**config.mk**
```make
export PLATFORM = sky130hd
export DESIGN_NAME = softmax_controller
export DESIGN_NICKNAME = d
export VERILOG_FILES = /design/src/rtl/softmax_pkg.sv /design/src/rtl/softmax_valid_pipe.sv /design/src/rtl/softmax_controller.sv
export SDC_FILE = /design/constraint.sdc
export NUM_CORES = 1
export LEC_CHECK = 0
export CAP_MARGIN = 20
export CORE_MARGIN = 2
export CORE_UTILIZATION = 25
export CTS_CLUSTER_SIZE = 25
export DETAILED_ROUTE_END_ITERATION = 8
export GPL_ROUTABILITY_DRIVEN = 0
export HOLD_SLACK_MARGIN = 0.02
export PLACE_DENSITY_LB_ADDON = 0.12
export SETUP_SLACK_MARGIN = 0.05
export SYNTH_ARGS = -nofsm -noshare
export SYNTH_HDL_FRONTEND = slang
export SYNTH_HIERARCHICAL = 1
export SYNTH_SLANG_ARGS = --single-unit
```
**constraint.sdc**
```tcl
create_clock -name clk -period 4.9 [get_ports clk]
set_input_delay 1.225 -clock clk [delete_from_list [all_inputs] [get_ports clk]]
set_output_delay 1.225 -clock clk [all_outputs]
set_load 0.01 [all_outputs]
```
**src/rtl/softmax_pkg.sv**
```systemverilog
// rtl/softmax_pkg.sv - softmax controller phase encoding, default parameters and length rule
package softmax_pkg;

    localparam int N_MAX_DEF   = 16;
    localparam int ADDR_W_DEF  = 4;
    localparam int EXP_LAT_DEF = 4;
    localparam int DIV_LAT_DEF = 6;

    typedef enum logic [2:0] {
        ST_IDLE       = 3'd0,
        ST_MAX        = 3'd1,
        ST_SUM        = 3'd2,
        ST_DRAIN_SUM  = 3'd3,
        ST_NORM       = 3'd4,
        ST_DRAIN_NORM = 3'd5,
        ST_DONE       = 3'd6
    } state_e;

    function automatic logic len_ok(input int unsigned len, input int unsigned n_max);
        return (len != 0) && (len <= n_max);
    endfunction

endpackage

```
**src/rtl/softmax_valid_pipe.sv**
```systemverilog
// rtl/softmax_valid_pipe.sv - fixed-depth {valid, addr} delay line, flushed by reset
module softmax_valid_pipe #(
    parameter int DEPTH = 5,
    parameter int AW    = 4
) (
    input  logic          clk,
    input  logic          resetn,
    input  logic          valid_i,
    input  logic [AW-1:0] addr_i,
    output logic          valid_o,
    output logic [AW-1:0] addr_o,
    output logic          pending_o
);

    logic [DEPTH-1:0] vld_q;
    logic [AW-1:0]    addr_q [DEPTH];

    always_ff @(posedge clk) begin
        if (!resetn) begin
            vld_q <= '0;
            for (int i = 0; i < DEPTH; i++) addr_q[i] <= '0;
        end else begin
            vld_q[0]  <= valid_i;
            addr_q[0] <= addr_i;
            for (int i = 1; i < DEPTH; i++) begin
                vld_q[i]  <= vld_q[i-1];
                addr_q[i] <= addr_q[i-1];
            end
        end
    end

    assign valid_o = vld_q[DEPTH-1];
    assign addr_o  = addr_q[DEPTH-1];

    // Tags still in flight behind the output stage; zero means the line empties next cycle.
    always_comb begin
        pending_o = 1'b0;
        for (int i = 0; i < DEPTH - 1; i++) pending_o = pending_o | vld_q[i];
    end

endmodule

```
**src/rtl/softmax_controller.sv**
```systemverilog
// rtl/softmax_controller.sv - softmax pass sequencer; SOFTMAX_MAX_SUB_EN enables the max pass
module softmax_controller
    import softmax_pkg::*;
#(
    parameter int N_MAX   = N_MAX_DEF,
    parameter int ADDR_W  = ADDR_W_DEF,
    parameter int EXP_LAT = EXP_LAT_DEF,
    parameter int DIV_LAT = DIV_LAT_DEF
) (
    input  logic              clk,
    input  logic              reset,
    input  logic              start,
    input  logic [ADDR_W:0]   len,
    output logic              busy,
    output logic              done,
    output logic              err,
    output logic              rd_en,
    output logic [ADDR_W-1:0] rd_addr,
    output logic              max_en,
    output logic              max_clr,
    output logic              sub_max_en,
    output logic              acc_en,
    output logic              acc_clr,
    output logic              div_en,
    output logic              wr_en,
    output logic [ADDR_W-1:0] wr_addr,
    output logic [2:0]        phase
);

    state_e            state_q, state_d;
    logic [ADDR_W-1:0] cnt_q, cnt_d;
    logic [ADDR_W:0]   len_q, len_d;
    logic              last_elem, start_ok;

    logic              exp_in_valid, exp_out_valid, exp_pending;
    logic [ADDR_W-1:0] exp_out_addr;
    logic              wr_out_valid, wr_pending;
    logic [ADDR_W-1:0] wr_out_addr;

    logic              busy_d, done_d, err_d, rd_en_d, max_en_d, max_clr_d, sub_max_en_d;
    logic              acc_en_d, acc_clr_d, div_en_d, wr_en_d;
    logic [ADDR_W-1:0] rd_addr_d, wr_addr_d;

    assign last_elem    = ({1'b0, cnt_q} == (len_q - 1'b1));
    assign start_ok     = len_ok(32'(len), N_MAX);
    assign exp_in_valid = (state_q == ST_SUM) || (state_q == ST_NORM);

    softmax_valid_pipe #(.DEPTH(1 + EXP_LAT), .AW(ADDR_W)) u_exp_pipe (
        .clk       (clk),
        .resetn    (reset),
        .valid_i   (exp_in_valid),
        .addr_i    (cnt_q),
        .valid_o   (exp_out_valid),
        .addr_o    (exp_out_addr),
        .pending_o (exp_pending)
    );

    softmax_valid_pipe #(.DEPTH(DIV_LAT), .AW(ADDR_W)) u_div_pipe (
        .clk       (clk),
        .resetn    (reset),
        .valid_i   (div_en_d),
        .addr_i    (exp_out_addr),
        .valid_o   (wr_out_valid),
        .addr_o    (wr_out_addr),
        .pending_o (wr_pending)
    );

    always_ff @(posedge clk) begin
        if (!reset) begin
            state_q    <= ST_IDLE;
            cnt_q      <= '0;
            len_q      <= '0;
            busy       <= 1'b0;
            done       <= 1'b0;
            err        <= 1'b0;
            rd_en      <= 1'b0;
            rd_addr    <= '0;
            max_en     <= 1'b0;
            max_clr    <= 1'b0;
            sub_max_en <= 1'b0;
            acc_en     <= 1'b0;
            acc_clr    <= 1'b0;
            div_en     <= 1'b0;
            wr_en      <= 1'b0;
            wr_addr    <= '0;
            phase      <= ST_IDLE;
        end else begin
            state_q    <= state_d;
            cnt_q      <= cnt_d;
            len_q      <= len_d;
            busy       <= busy_d;
            done       <= done_d;
            err        <= err_d;
            rd_en      <= rd_en_d;
            rd_addr    <= rd_addr_d;
            max_en     <= max_en_d;
            max_clr    <= max_clr_d;
            sub_max_en <= sub_max_en_d;
            acc_en     <= acc_en_d;
            acc_clr    <= acc_clr_d;
            div_en     <= div_en_d;
            wr_en      <= wr_en_d;
            wr_addr    <= wr_addr_d;
            phase      <= state_q;
        end
    end

    // Drain exits one cycle early: the last tag leaves the output stage on the transition edge.
    always_comb begin
        state_d = state_q;
        cnt_d   = cnt_q;
        len_d   = len_q;
        case (state_q)
            ST_IDLE: begin
                cnt_d = '0;
                if (start && start_ok) begin
                    len_d = len;
`ifdef SOFTMAX_MAX_SUB_EN
                    state_d = ST_MAX;
`else
                    state_d = ST_SUM;
`endif
                end
            end
`ifdef SOFTMAX_MAX_SUB_EN
            ST_MAX: begin
                cnt_d = last_elem ? '0 : cnt_q + 1'b1;
                if (last_elem) state_d = ST_SUM;
            end
`endif
            ST_SUM: begin
                cnt_d = last_elem ? '0 : cnt_q + 1'b1;
                if (last_elem) state_d = ST_DRAIN_SUM;
            end
            ST_DRAIN_SUM: begin
                if (!exp_pending) state_d = ST_NORM;
            end
            ST_NORM: begin
                cnt_d = last_elem ? '0 : cnt_q + 1'b1;
                if (last_elem) state_d = ST_DRAIN_NORM;
            end
            ST_DRAIN_NORM: begin
                if (!exp_pending && !exp_out_valid && !wr_pending) state_d = ST_DONE;
            end
            ST_DONE: state_d = ST_IDLE;
            default: state_d = ST_IDLE;
        endcase
    end

    always_comb begin
        busy_d    = (state_q != ST_IDLE) && (state_q != ST_DONE);
        done_d    = (state_q == ST_DONE);
        err_d     = (state_q == ST_IDLE) && start && !start_ok;
        rd_en_d   = exp_in_valid;
        rd_addr_d = '0;
`ifdef SOFTMAX_MAX_SUB_EN
        rd_en_d      = exp_in_valid || (state_q == ST_MAX);
        max_en_d     = (state_q == ST_MAX);
        max_clr_d    = (state_q == ST_MAX) && (cnt_q == '0);
        sub_max_en_d = exp_in_valid;
`else
        max_en_d     = 1'b0;
        max_clr_d    = 1'b0;
        sub_max_en_d = 1'b0;
`endif
        if (rd_en_d) rd_addr_d = cnt_q;
        acc_en_d  = exp_out_valid && ((state_q == ST_SUM) || (state_q == ST_DRAIN_SUM));
        acc_clr_d = acc_en_d && (exp_out_addr == '0);
        div_en_d  = exp_out_valid && ((state_q == ST_NORM) || (state_q == ST_DRAIN_NORM));
        wr_en_d   = wr_out_valid;
        wr_addr_d = wr_out_valid ? wr_out_addr : '0;
    end

endmodule

```
After elaboration in Yosys (flattened, before gate mapping)
Memories as Yosys holds them, arrays and structs flattened. A register that Yosys moved wholly into a read port is not among the register bits.
Index checks and enable logic that the tools add are counted.
- bits of input ports: 8
- memory bits (writable): 44
- memories: 2
- latch bits: 0
- flip-flop bits (word level): 38
- bits in read-only memories: 0
- bitwise gates (word level): 18
- div/mod/pow operators: 0
- reduce and logical (&&, ||, !) cells: 28
- eq/ne operators: 12
- magnitude comparators: 1
- mux-type cells: 21
- multiply operators: 0
- add/subtract/negate cells: 2
- shift operators: 0
- memory list (name ; depth ; bits a word ; read ports ; clocked after memory_dff ; write ports ; line ; RTL):
    u_div_pipe.addr_q ; 6 ; 4 ; 6 ; 1 ; 6 ; softmax_valid_pipe.sv:16 ; logic [AW-1:0] addr_q [DEPTH];
    u_exp_pipe.addr_q ; 5 ; 4 ; 5 ; 0 ; 5 ; softmax_valid_pipe.sv:16 ;
- operators with widths (kind ; number):
    two-way mux 4 bit ; 12
    bitwise OR 1 bit ; 18
    two-way mux 3 bit ; 5
    one-hot mux 3 bit (5 select lines) ; 1
    logical AND 1 bit ; 10
    inequality test 2 bit (second input constant) ; 5
    equality test 3 bit (second input constant) ; 3
    one-hot mux 4 bit (2 select lines) ; 1
    equality test 3 x 2 -> 1 bit (second input constant) ; 2
    AND reduction 2 bit ; 3
    equality test 4 x 5 -> 1 bit ; 1
    <= comparator 5 bit (second input constant) ; 1
    zero test 1 bit ; 5
    AND reduction 5 bit ; 1
    nonzero test 5 bit ; 1
    subtractor 5 x 1 -> 5 bit (second input constant) ; 1
    adder 4 x 1 -> 4 bit (second input constant) ; 1
    zero test 4 bit ; 1
    zero test 3 bit ; 1
    logical OR 1 bit ; 3
    inequality test 3 bit (second input constant) ; 1
    nonzero test 3 bit ; 1
    two-way mux 1 bit ; 2
    nonzero test 2 bit ; 1
    OR reduction 2 bit ; 1

Logic depth before layout (Yosys ltp)
- word-level depth: 8
- depth in mapped cells: 7

By module
Netlist, hierarchy kept.
- modules (own cells, without submodules) (module ; times used ; cells each ; area an instance (um^2) ; seq. area each (um^2)):
    softmax_controller ; 1 ; 132 ; 1281.2 ; 620.6
    softmax_valid_pipe (u_div_pipe) ; 1 ; 70 ; 850.8 ; 600.6
    softmax_valid_pipe (u_exp_pipe) ; 1 ; 57 ; 705.7 ; 500.5

Worst setup path before layout
OpenSTA, ideal clock, no wires.
- path kind: input port to flip-flop
- from: input port len[1]
- to: register state_q[0]
- library setup time: 0.119 ns
- stages: 5
- path buffers: 0
- path slack: 2.547 ns
- arrival time: 2.234 ns
- cells stage by stage: nor4_4 xnor2_1 a221oi_2 nor2_1 o221a_1
- cells in the longest elaborated chain, start to end: 5
- elaborated cells on any way between the ends: 6
- those cells by class: order compare (1); eq/ne (1); reduce/logical (4)
- ends and longest elaborated chain (element ; line ; RTL):
    start, declared ; softmax_controller.sv:13 ; input logic [ADDR_W:0] len,
    <= comparator 5 bit / nonzero test 5 bit (equally long branches) ; softmax_pkg.sv:20 ; return (len != 0) && (len <= n_max);
    logical AND 1 bit * ; softmax_pkg.sv:20 ;
    logical AND 1 bit * ; softmax_controller.sv:116 ; if (start && start_ok) begin
    inequality test 2 bit (no source line) * ; -- ;
    AND reduction 5 bit (no source line) * ; -- ;
    end signal, assigned ; softmax_controller.sv:88 ; state_q <= state_d;
    end, declared ; softmax_controller.sv:30 ; state_e state_q, state_d;
Mark *: on every way between the ends. The rest lies on a longest branch, timed or not.
A chain may end at the register's enable or synchronous reset.

Worst setup path in the final report
Same ends and word-level chain as after synthesis.

==> flow_summary.toml <==
[yosys]
synth-main-ff-cell = "dfxtp_1"
synth_top_area_share_pct = 60.7
ys_warn_count = 6
synth_seq_area_share_pct = 60.7
netlist_top_cells_count = "dfxtp_1, and2_1, buf_4, nor2b_1"
synth_area_per_cell_sq_um = 11.0
synth_top_area_cell = "dfxtp_1"
yosysMostFrequentCell = "dfxtp_1"
synth-seq-cells = 86
synth-async-reset-ratio_pct = 0
syn_inst = 259
synth_area_leaders = "dfxtp_1, and2_1, buf_4, nor2b_1, and3_1"
synth_edf_count = 0
synth_cell_types = 37
syn_area_sq_um = 2840

[layout]
areaGrowthSynthToFinish_pct = 21.1
fin_util_pct = 31.4
n_antenna_cell = 0
drive_above_1_share_pct = 8.90
fill_cells = 1150
fin_nets = 286
fin_cells = 421
finalInstanceArea_sq_um = 3440

[drt]
drt-initial-drc-count = 60
vias = 1645
firstDrtPassIters = 4
ant_nets = 0
wl_per_cell_um = 10.7
wl_um = 4490
drc_errors = 0
routed_via_density = 3.91

[cts]
cts.sinks = 86
clk_pin_slew_ps = 60
cts_max_path_buffers = 2
cts_resized = 0
numCtsBuffers = 9
postCtsSetupRepairBufs = 0
hold_buffers = 0
cts_tree = "yes"
clkLatencyLatePin_ps = 330
clockRootBuffer = "clkbuf_16"
htree_levels = 3

[global_route]
grt_start_max_net_pins = 83
grt_pass1_wl_um = 7360
grt_overflow = 0
antenna_found_initial = 0
grt_pass1_vias = 1436
grt_usage_pct = 7.67

[setup_path]
path_class = "input pin to register"
r2r_start = "u_exp_pipe/vld_q[1]$_SDFF_PN0_"
end_kind = "register"
cp_data_required_time_ps = 5120
r2r-end = "state_q[0]$_SDFFE_PN0P_"
reg2reg_depth = 5
crit_fanout = 4
cp-start-kind = "input pin"
crit_arrival_ps = 2800
r2r_slack_ps = 2980

[power]
powerDensity_nw_per_um2 = 414
peakVddDrop_v = 0.000179
leakage_nw = 1.41

[floorplan]
ios = 30
num_rows = 38
core_area_sq_um = 10900
die-area_sq_um = 12200
start_util_pct = 25.9
die_w_um = 111
die_h_um = 111

[placed_design]
dp_hpwl_um = 2640
place_area_sq_um = 3150
placed_cells = 405
io_buffers = 26

[sta]
setup_viol = 0
worstMarginPinSlew_ps = 869
fmax_ghz = 0.388
rsz0062_at_grt = "false"
setup_tns_ps = 0
report.final.slew_viol_count = 0
period_share_pct = 52.6
skew_ps = 11.8
hold_viol = 0
slew_headroom_pct = 41.9
min_period_ps = 2580

[hold_path]
hp-start = "u_div_pipe/addr_q[0][14]$_SDFF_PN0_"
holdPathEnd = "u_div_pipe/addr_q[0][18]$_SDFF_PN0_"
min_path_cells = 1
hp-class = "register to register"

[status]
outcome = "finished clean"

[flow_run]
max_cap_violations = 0
[per-stage QoR]
stage / hold slack [ps] / total power [W] / setup WS, ps
6_report: 428 / 0.00142 / 2320
5_1_grt: 433 / 0.00149 / 2240
4_1_cts: 432 / 0.00145 / 2330
3_5_place_dp: 417 / 0.000791 / 1970
3_3_place_gp: 414 / 0.000792 / 1970
2_1_floorplan: 412 / 0.000773 / 2550
[registers in the layout (all words and copies together), names as in the netlist, 3 cells and up]
register / cells
u_exp_pipe/addr_q: 20
u_div_pipe/vld_q: 6
phase: 3
u_div_pipe/addr_q: 24
len_q: 5
cnt_q: 4
u_exp_pipe/vld_q: 5
wr_addr: 4
state_q: 3
rd_addr: 4
[report_power, final]
group / total (W) / switching [W] / internal (W)
logic: 0.0000597 / 0.0000313 / 0.0000284
clock network: 0.000649 / 0.000284 / 0.000364
registers: 0.000715 / 0.00000733 / 0.000708
[cell families (layout without fill, tap and decap cells)]
kind of cell / count (synthesis) / after routing / synth area share, %
simple gates: 117 / 117 / 25.0
flops: 86 / 86 / 60.7
buf+inv: 27 / 47 / 5.38
compound gates: 12 / 12 / 3.39
xor+xnor: 9 / 9 / 2.78
mux: 5 / 5 / 1.76
fa+ha+maj: 2 / 2 / 0.882
other cells: 1 / 3 / 0.132
[area by class of cell]
cell class / count / area, sq um / share of cell area, %
Multi-Input combinational cell: 148 / 971 / 28.3
Sequential cell: 86 / 1720 / 50.1
Tap cell: 140 / 175 / 5.10
Clock inverter: 6 / 51.3 / 1.49
Timing Repair Buffer: 27 / 263 / 7.65
Inverter: 4 / 15.0 / 0.437
Clock buffer: 10 / 239 / 6.96
[critical path, cell delays in order]
cell and delay (ps):
clkdlybuf4s50_1 460, nor4_4 300, xnor2_1 160, a221oi_2 360, nor2_1 70, o221a_1 220
[worst max-delay path by stage]
stage                       from                 endpoint  cells past startpoint
after floorplan           len[1]  state_q[0]$_SDFFE_PN0P_                      5
after global placement    len[1]  state_q[0]$_SDFFE_PN0P_                      6
after detailed placement  len[1]  state_q[0]$_SDFFE_PN0P_                      6
after CTS                 len[1]  state_q[0]$_SDFFE_PN0P_                      6
after global routing      len[2]  state_q[1]$_SDFFE_PN0P_                      6
final                     len[1]  state_q[0]$_SDFFE_PN0P_                      6
[cells in the final DEF (no fill, tap or decap), types with 2 or more instances in the layout]
master / synthesis / final
dfxtp_1: 86 / 86
and2_1: 57 / 57
clkdlybuf4s50_1: 0 / 25
nor2b_1: 11 / 11
nand2_1: 9 / 9
and3_1: 9 / 9
nor2_1: 9 / 9
clkbuf_16: 0 / 9
xnor2_1: 6 / 6
mux2i_1: 5 / 5
and2_2: 5 / 5
inv_1: 4 / 4
nand3_1: 4 / 4
xor2_1: 3 / 3
nor3b_1: 3 / 3
conb_1: 1 / 3
inv_6: 0 / 3
a31oi_1: 2 / 2
nor3_1: 2 / 2
nand4_1: 2 / 2
a21boi_1: 2 / 2
ha_1: 2 / 2
clkinv_4: 0 / 2
[per-layer routing]
metal	part of all wire (%)	vias to the layer above	GRT usage, %	wire, um
met1	53	752	10.3	2400
li1	-	855	-	-
met2	40	34	10.2	1790
met4	1.2	0	3.25	56
met3	5.5	4	3.95	248
met5	0	-	0	0
No activity file was read; power rests on OpenSTA's default activity.
==> RTL change 1 (same settings) <==
Register the input `len` before use. The logic sees it one clock later. The other inputs are not delayed to match.
--- a/src/rtl/softmax_controller.sv
+++ b/src/rtl/softmax_controller.sv
@@ -27,6 +27,12 @@
     output logic [2:0]        phase
 );
 
+    logic [ADDR_W:0] len_r;
+
+    always_ff @(posedge clk) begin
+        len_r <= len;
+    end
+
     state_e            state_q, state_d;
     logic [ADDR_W-1:0] cnt_q, cnt_d;
     logic [ADDR_W:0]   len_q, len_d;
@@ -42,7 +48,7 @@
     logic [ADDR_W-1:0] rd_addr_d, wr_addr_d;
 
     assign last_elem    = ({1'b0, cnt_q} == (len_q - 1'b1));
-    assign start_ok     = len_ok(32'(len), N_MAX);
+    assign start_ok     = len_ok(32'(len_r), N_MAX);
     assign exp_in_valid = (state_q == ST_SUM) || (state_q == ST_NORM);
 
     softmax_valid_pipe #(.DEPTH(1 + EXP_LAT), .AW(ADDR_W)) u_exp_pipe (
@@ -114,7 +120,7 @@
             ST_IDLE: begin
                 cnt_d = '0;
                 if (start && start_ok) begin
-                    len_d = len;
+                    len_d = len_r;
 `ifdef SOFTMAX_MAX_SUB_EN
                     state_d = ST_MAX;
 `else
Formal check against the unedited RTL: not equivalent (a bounded check fails within 4 cycles, from zero or initial values and one cycle with reset low).
==> RTL change 1 against the original RTL <==
- worst setup slack improved by 0.16 ns
- total power increased by 5.1%
- design area grew 3.3%
- synthesized cell count up 1.9%
- routed wire length fell by 0.71%
- sequential cell count is 5 higher
- synthesized area up 3.6%
- non-clock buffer count did not move
- critical path type is now flip-flop to output pin
==> RTL change 1: results (changes against the original RTL) <==
| Metric | Value |
|---|---|
| Layout cell share with drive strength beyond 1 | `0.0804 (was 0.0890)` |
| DRT Pass-1 Iters | `2 (was 4)` |
| CP peak stage delay | `0.54 ns (was 0.46 ns)` |
| Top Family by Delay on Critical Path | `buffers and inverters (was compound AO/OA/AOI/OAI gates)` |
| Slew @ Worst Pin | `0.840 ns (was 0.869 ns)` |
| Leak | `1.46 nW (was 1.41 nW)` |
| Post-Route WL | `4.46 mm (was 4.49 mm)` |
| First-pass GRT wire length | `7.60 mm (was 7.36 mm)` |
| Synth area leaders | `dfxtp_1, and2_1, buf_4, nor2b_1, xnor2_1 (was dfxtp_1, and2_1, buf_4, nor2b_1, and3_1)` |
| Total track usage | `0.0780 (was 0.0767)` |
| DR iter-0 viols | `50 (was 60)` |
| Setup Skew | `0.00218 ns (was 0.0118 ns)` |
| CTS resizes | `0 (unchanged)` |
| Status | `completed (unchanged)` |
| Post-synthesis cell type count | `37 (unchanged)` |
| Max VDD drop | `0.183 mV (was 0.179 mV)` |
| Critical path arrival | `1.19 ns (was 2.80 ns)` |
| IO buf count | `26 (unchanged)` |
| NetSw | `0.308 mW (was 0.323 mW)` |
| Largest net degree at the start of global routing | `46 (was 83)` |
| Detailed Place HPWL | `2.73 mm (was 2.64 mm)` |
| Register area share after synthesis | `0.620 (was 0.607)` |
| Number of global-route vias before repair | `1,577 (was 1,436)` |
| Final nets | `291 (was 286)` |
| Worst-Skew Late Latency | `0.33 ns (about the same)` |
| Top cells by count, synth | `dfxtp_1, and2_1, buf_4, nor2b_1 (unchanged)` |
| Crit path max fanout | `1 (was 4)` |
| Vias/cell | `3.88 (was 3.91)` |
[RTL change 1: kinds of logic after synthesis]
family / synth area share
DFF: 0.620
other: 0.00128
buffers and inverters: 0.0519
muxes: 0.0170
AOI/OAI and AO/OA: 0.0328
adders and majority gates: 0.00851
xor gates and xnor gates: 0.0268
and+or+nand+nor: 0.242
[RTL change 1: area by class of cell]
type / instances / area (µm²)
clock buffers: 12 / 246
clock inverters: 4 / 50.0
fillers: 1202 / 7920
inverters: 4 / 15.0
multi-input cells: 148 / 973
flip-flops and latches: 91 / 1820
well taps: 143 / 179
repair buffers: 27 / 263
[RTL change 1: through the flow]
step	cell area, µm²	cells	worst slack [ns]	total power, mW	hold WS, ns
finish	3550	429	2.48	1.50	0.429
global route	3550	429	2.43	1.56	0.440
CTS	3550	429	2.46	1.53	0.432
detailed placement	3250	413	2.26	0.835	0.418
global placement	3250	413	2.28	0.835	0.414
floorplan	2950	266	2.82	0.818	0.412
[RTL change 1: per-layer routing]
metal | track usage | share of wire | wire, µm | vias up
met2 | 0.110 | 0.42 | 1850 | 28
met1 | 0.0959 | 0.51 | 2280 | 752
li1 | - | - | - | 871
met5 | 0 | 0 | 0 | -
met3 | 0.0389 | 0.049 | 218 | 12
met4 | 0.0447 | 0.025 | 110 | 0
[RTL change 1: path summary, 6_finish.rpt]
check	endpoint	from	cells after the start
worst max-delay path	rd_addr[2]	rd_addr[2]$_SDFF_PN0_	1
worst min-delay path	u_exp_pipe/addr_q[0][6]$_SDFF_PN0_	u_exp_pipe/addr_q[0][2]$_SDFF_PN0_	1
worst max register to register	state_q[0]$_SDFFE_PN0P_	u_exp_pipe/vld_q[1]$_SDFF_PN0_	5
worst min register to register	u_exp_pipe/addr_q[0][6]$_SDFF_PN0_	u_exp_pipe/addr_q[0][2]$_SDFF_PN0_	1
[RTL change 1: power groups by stage]
stage          logic [mW]  clock network [mW]  registers, mW
2_1_floorplan      0.0440                   0          0.774
3_3_place_gp       0.0579                   0          0.777
3_5_place_dp       0.0579                   0          0.777
4_1_cts            0.0581               0.708          0.761
5_1_grt            0.0636               0.739          0.761
6_report           0.0565               0.679          0.761
==> RTL change 2 (config.mk and constraints unchanged) <==
Without the edit above. Add a define of `SOFTMAX_MAX_SUB_EN`.
--- a/src/rtl/softmax_controller.sv
+++ b/src/rtl/softmax_controller.sv
@@ -1,4 +1,6 @@
 // rtl/softmax_controller.sv - softmax pass sequencer; SOFTMAX_MAX_SUB_EN enables the max pass
+`define SOFTMAX_MAX_SUB_EN
+
 module softmax_controller
     import softmax_pkg::*;
 #(
Behaviour: not the same (Yosys sat finds a counterexample within 4 cycles, from zero or initial values and one cycle with reset low).
==> RTL change 2 against the original RTL <==
- design area grew 4.3%
- worst hold slack lost 0.0011 ns
- routed wire length grew 0.87%
- worst setup slack lost 0.0057 ns
- register-to-register slack gained 0.02 ns
- synthesized area grew 2.7%
- sequential share of layout area shrank 0.41 points
- first-iteration DRC count grew 22%
- sequential cell count grew 3
- critical endpoint unchanged
Power is not compared: it rests on default switching activity, and its combinational part moved more than twofold at a synthesized area within 25%.
==> RTL change 2: results (changes against the original RTL) <==
| Metric | Value |
|---|---|
| Final nets | `294 (was 286)` |
| Vias | `1,711 (was 1,645)` |
| Hold path start | `u_exp_pipe/addr_q[0][11]$_SDFF_PN0_ (was u_div_pipe/addr_q[0][14]$_SDFF_PN0_)` |
| Register area share after synthesis | `0.611 (was 0.607)` |
| Inserted Diodes | `0 (unchanged)` |
| Fin cells | `431 (was 421)` |
| Avg WL per Cell | `10.5 µm (was 10.7 µm)` |
| Setup Skew | `0.00311 ns (was 0.0118 ns)` |
| FF-to-FF Start | `len_q[0]$_SDFFE_PN0P_ (was u_exp_pipe/vld_q[1]$_SDFF_PN0_)` |
| Synth area leaders | `dfxtp_1, and2_1, mux2i_1, buf_4, nor2b_1 (was dfxtp_1, and2_1, buf_4, nor2b_1, and3_1)` |
| Layout cell share with drive strength beyond 1 | `0.0903 (was 0.0890)` |
| DR WL met2 | `1.97 mm (was 1.79 mm)` |
| DRT Pass-1 Iters | `2 (was 4)` |
| Post-synthesis cell type count | `39 (was 37)` |
| Largest net degree at the start of global routing | `43 (was 83)` |
| Critical path origin | `len[0] (was len[1])` |
| Mean Syn Cell Area | `11.2 µm² (was 11.0 µm²)` |
| Status | `completed (unchanged)` |
| Highest metal used | `met4 (unchanged)` |
| Critical path arrival | `2.84 ns (was 2.80 ns)` |
| Dpl cells | `415 (was 405)` |
| Top cells by count, synth | `dfxtp_1, and2_1, nand2_1 (was dfxtp_1, and2_1, buf_4, nor2b_1)` |
| Slew @ Worst Pin | `0.505 ns (was 0.869 ns)` |
| DR iter-0 viols | `73 (was 60)` |
| First-pass GRT wire length | `7.98 mm (was 7.36 mm)` |
| Worst slack, placed | `1.98 ns (was 1.97 ns)` |
| Crit path max fanout | `3 (was 4)` |
| Met3 routed WL | `202 µm (was 248 µm)` |
| Total track usage | `0.0818 (was 0.0767)` |
| WL met1 | `2.25 mm (was 2.40 mm)` |
| Detailed Place HPWL | `2.79 mm (was 2.64 mm)` |
| IO buf count | `29 (was 26)` |
| Layout fillers | `1,190 (was 1,150)` |
RTL change 2: stage by stage:
step | power [mW] | instance area (µm²) | hold WS (ns)
2_1_floorplan | 0.900 | 2910 | 0.412
3_3_place_gp | 0.958 | 3280 | 0.413
3_5_place_dp | 0.958 | 3280 | 0.417
4_1_cts | 1.67 | 3580 | 0.429
5_1_grt | 1.71 | 3580 | 0.438
6_report | 1.63 | 3580 | 0.427
RTL change 2: worst max-delay path, cell delays in order:
cell and delay, ns:
clkdlybuf4s50_1 0.44, nor4_2 0.35, xnor2_1 0.22, a21boi_0 0.14
a2111o_1 0.35, a21boi_1 0.12
RTL change 2: kinds of logic after synthesis:
group	share of synthesized area
adders and majority gates	0.0129
and+or+nand+nor	0.234
buffers and inverters	0.0464
DFF	0.611
muxes	0.0206
xor gates and xnor gates	0.0326
AOI/OAI and AO/OA	0.0421
RTL change 2: cell type report:
| cell class | count | area (µm²) | area share |
|---|---|---|---|
| well taps | 143 | 179 | 0.0499 |
| multi-input cells | 146 | 997 | 0.278 |
| inverters | 7 | 26.3 | 0.00733 |
| flip-flops and latches | 89 | 1780 | 0.497 |
| clock inverters | 4 | 51.3 | 0.0143 |
| repair buffers | 30 | 293 | 0.0817 |
| clock buffers | 12 | 256 | 0.0716 |
RTL change 2: per-layer routing:
metal / global-route usage / up-vias
met5: 0 / -
met4: 0.0439 / 0
met3: 0.0392 / 9
met2: 0.123 / 28
met1: 0.0968 / 797
li1: - / 877
RTL change 2: worst paths after layout:
| path | endpoint | slack, ns | cells after the start |
|---|---|---|---|
| worst max-delay path | state_q[0]$_SDFFE_PN0P_ | 2.32 | 6 |
| worst min register to register | u_exp_pipe/addr_q[0][15]$_SDFF_PN0_ | 0.43 | 1 |
| worst max register to register | state_q[0]$_SDFFE_PN0P_ | 3.00 | 7 |
| worst min-delay path | u_exp_pipe/addr_q[0][15]$_SDFF_PN0_ | 0.43 | 1 |
RTL change 2: power groups by stage:
stage,Clock [mW],Combinational (mW),Sequential [mW]
after floorplan,0,0.108,0.792
after global placement,0,0.155,0.803
after detailed placement,0,0.154,0.803
after CTS,0.723,0.155,0.787
after global routing,0.750,0.173,0.791
final,0.692,0.152,0.787
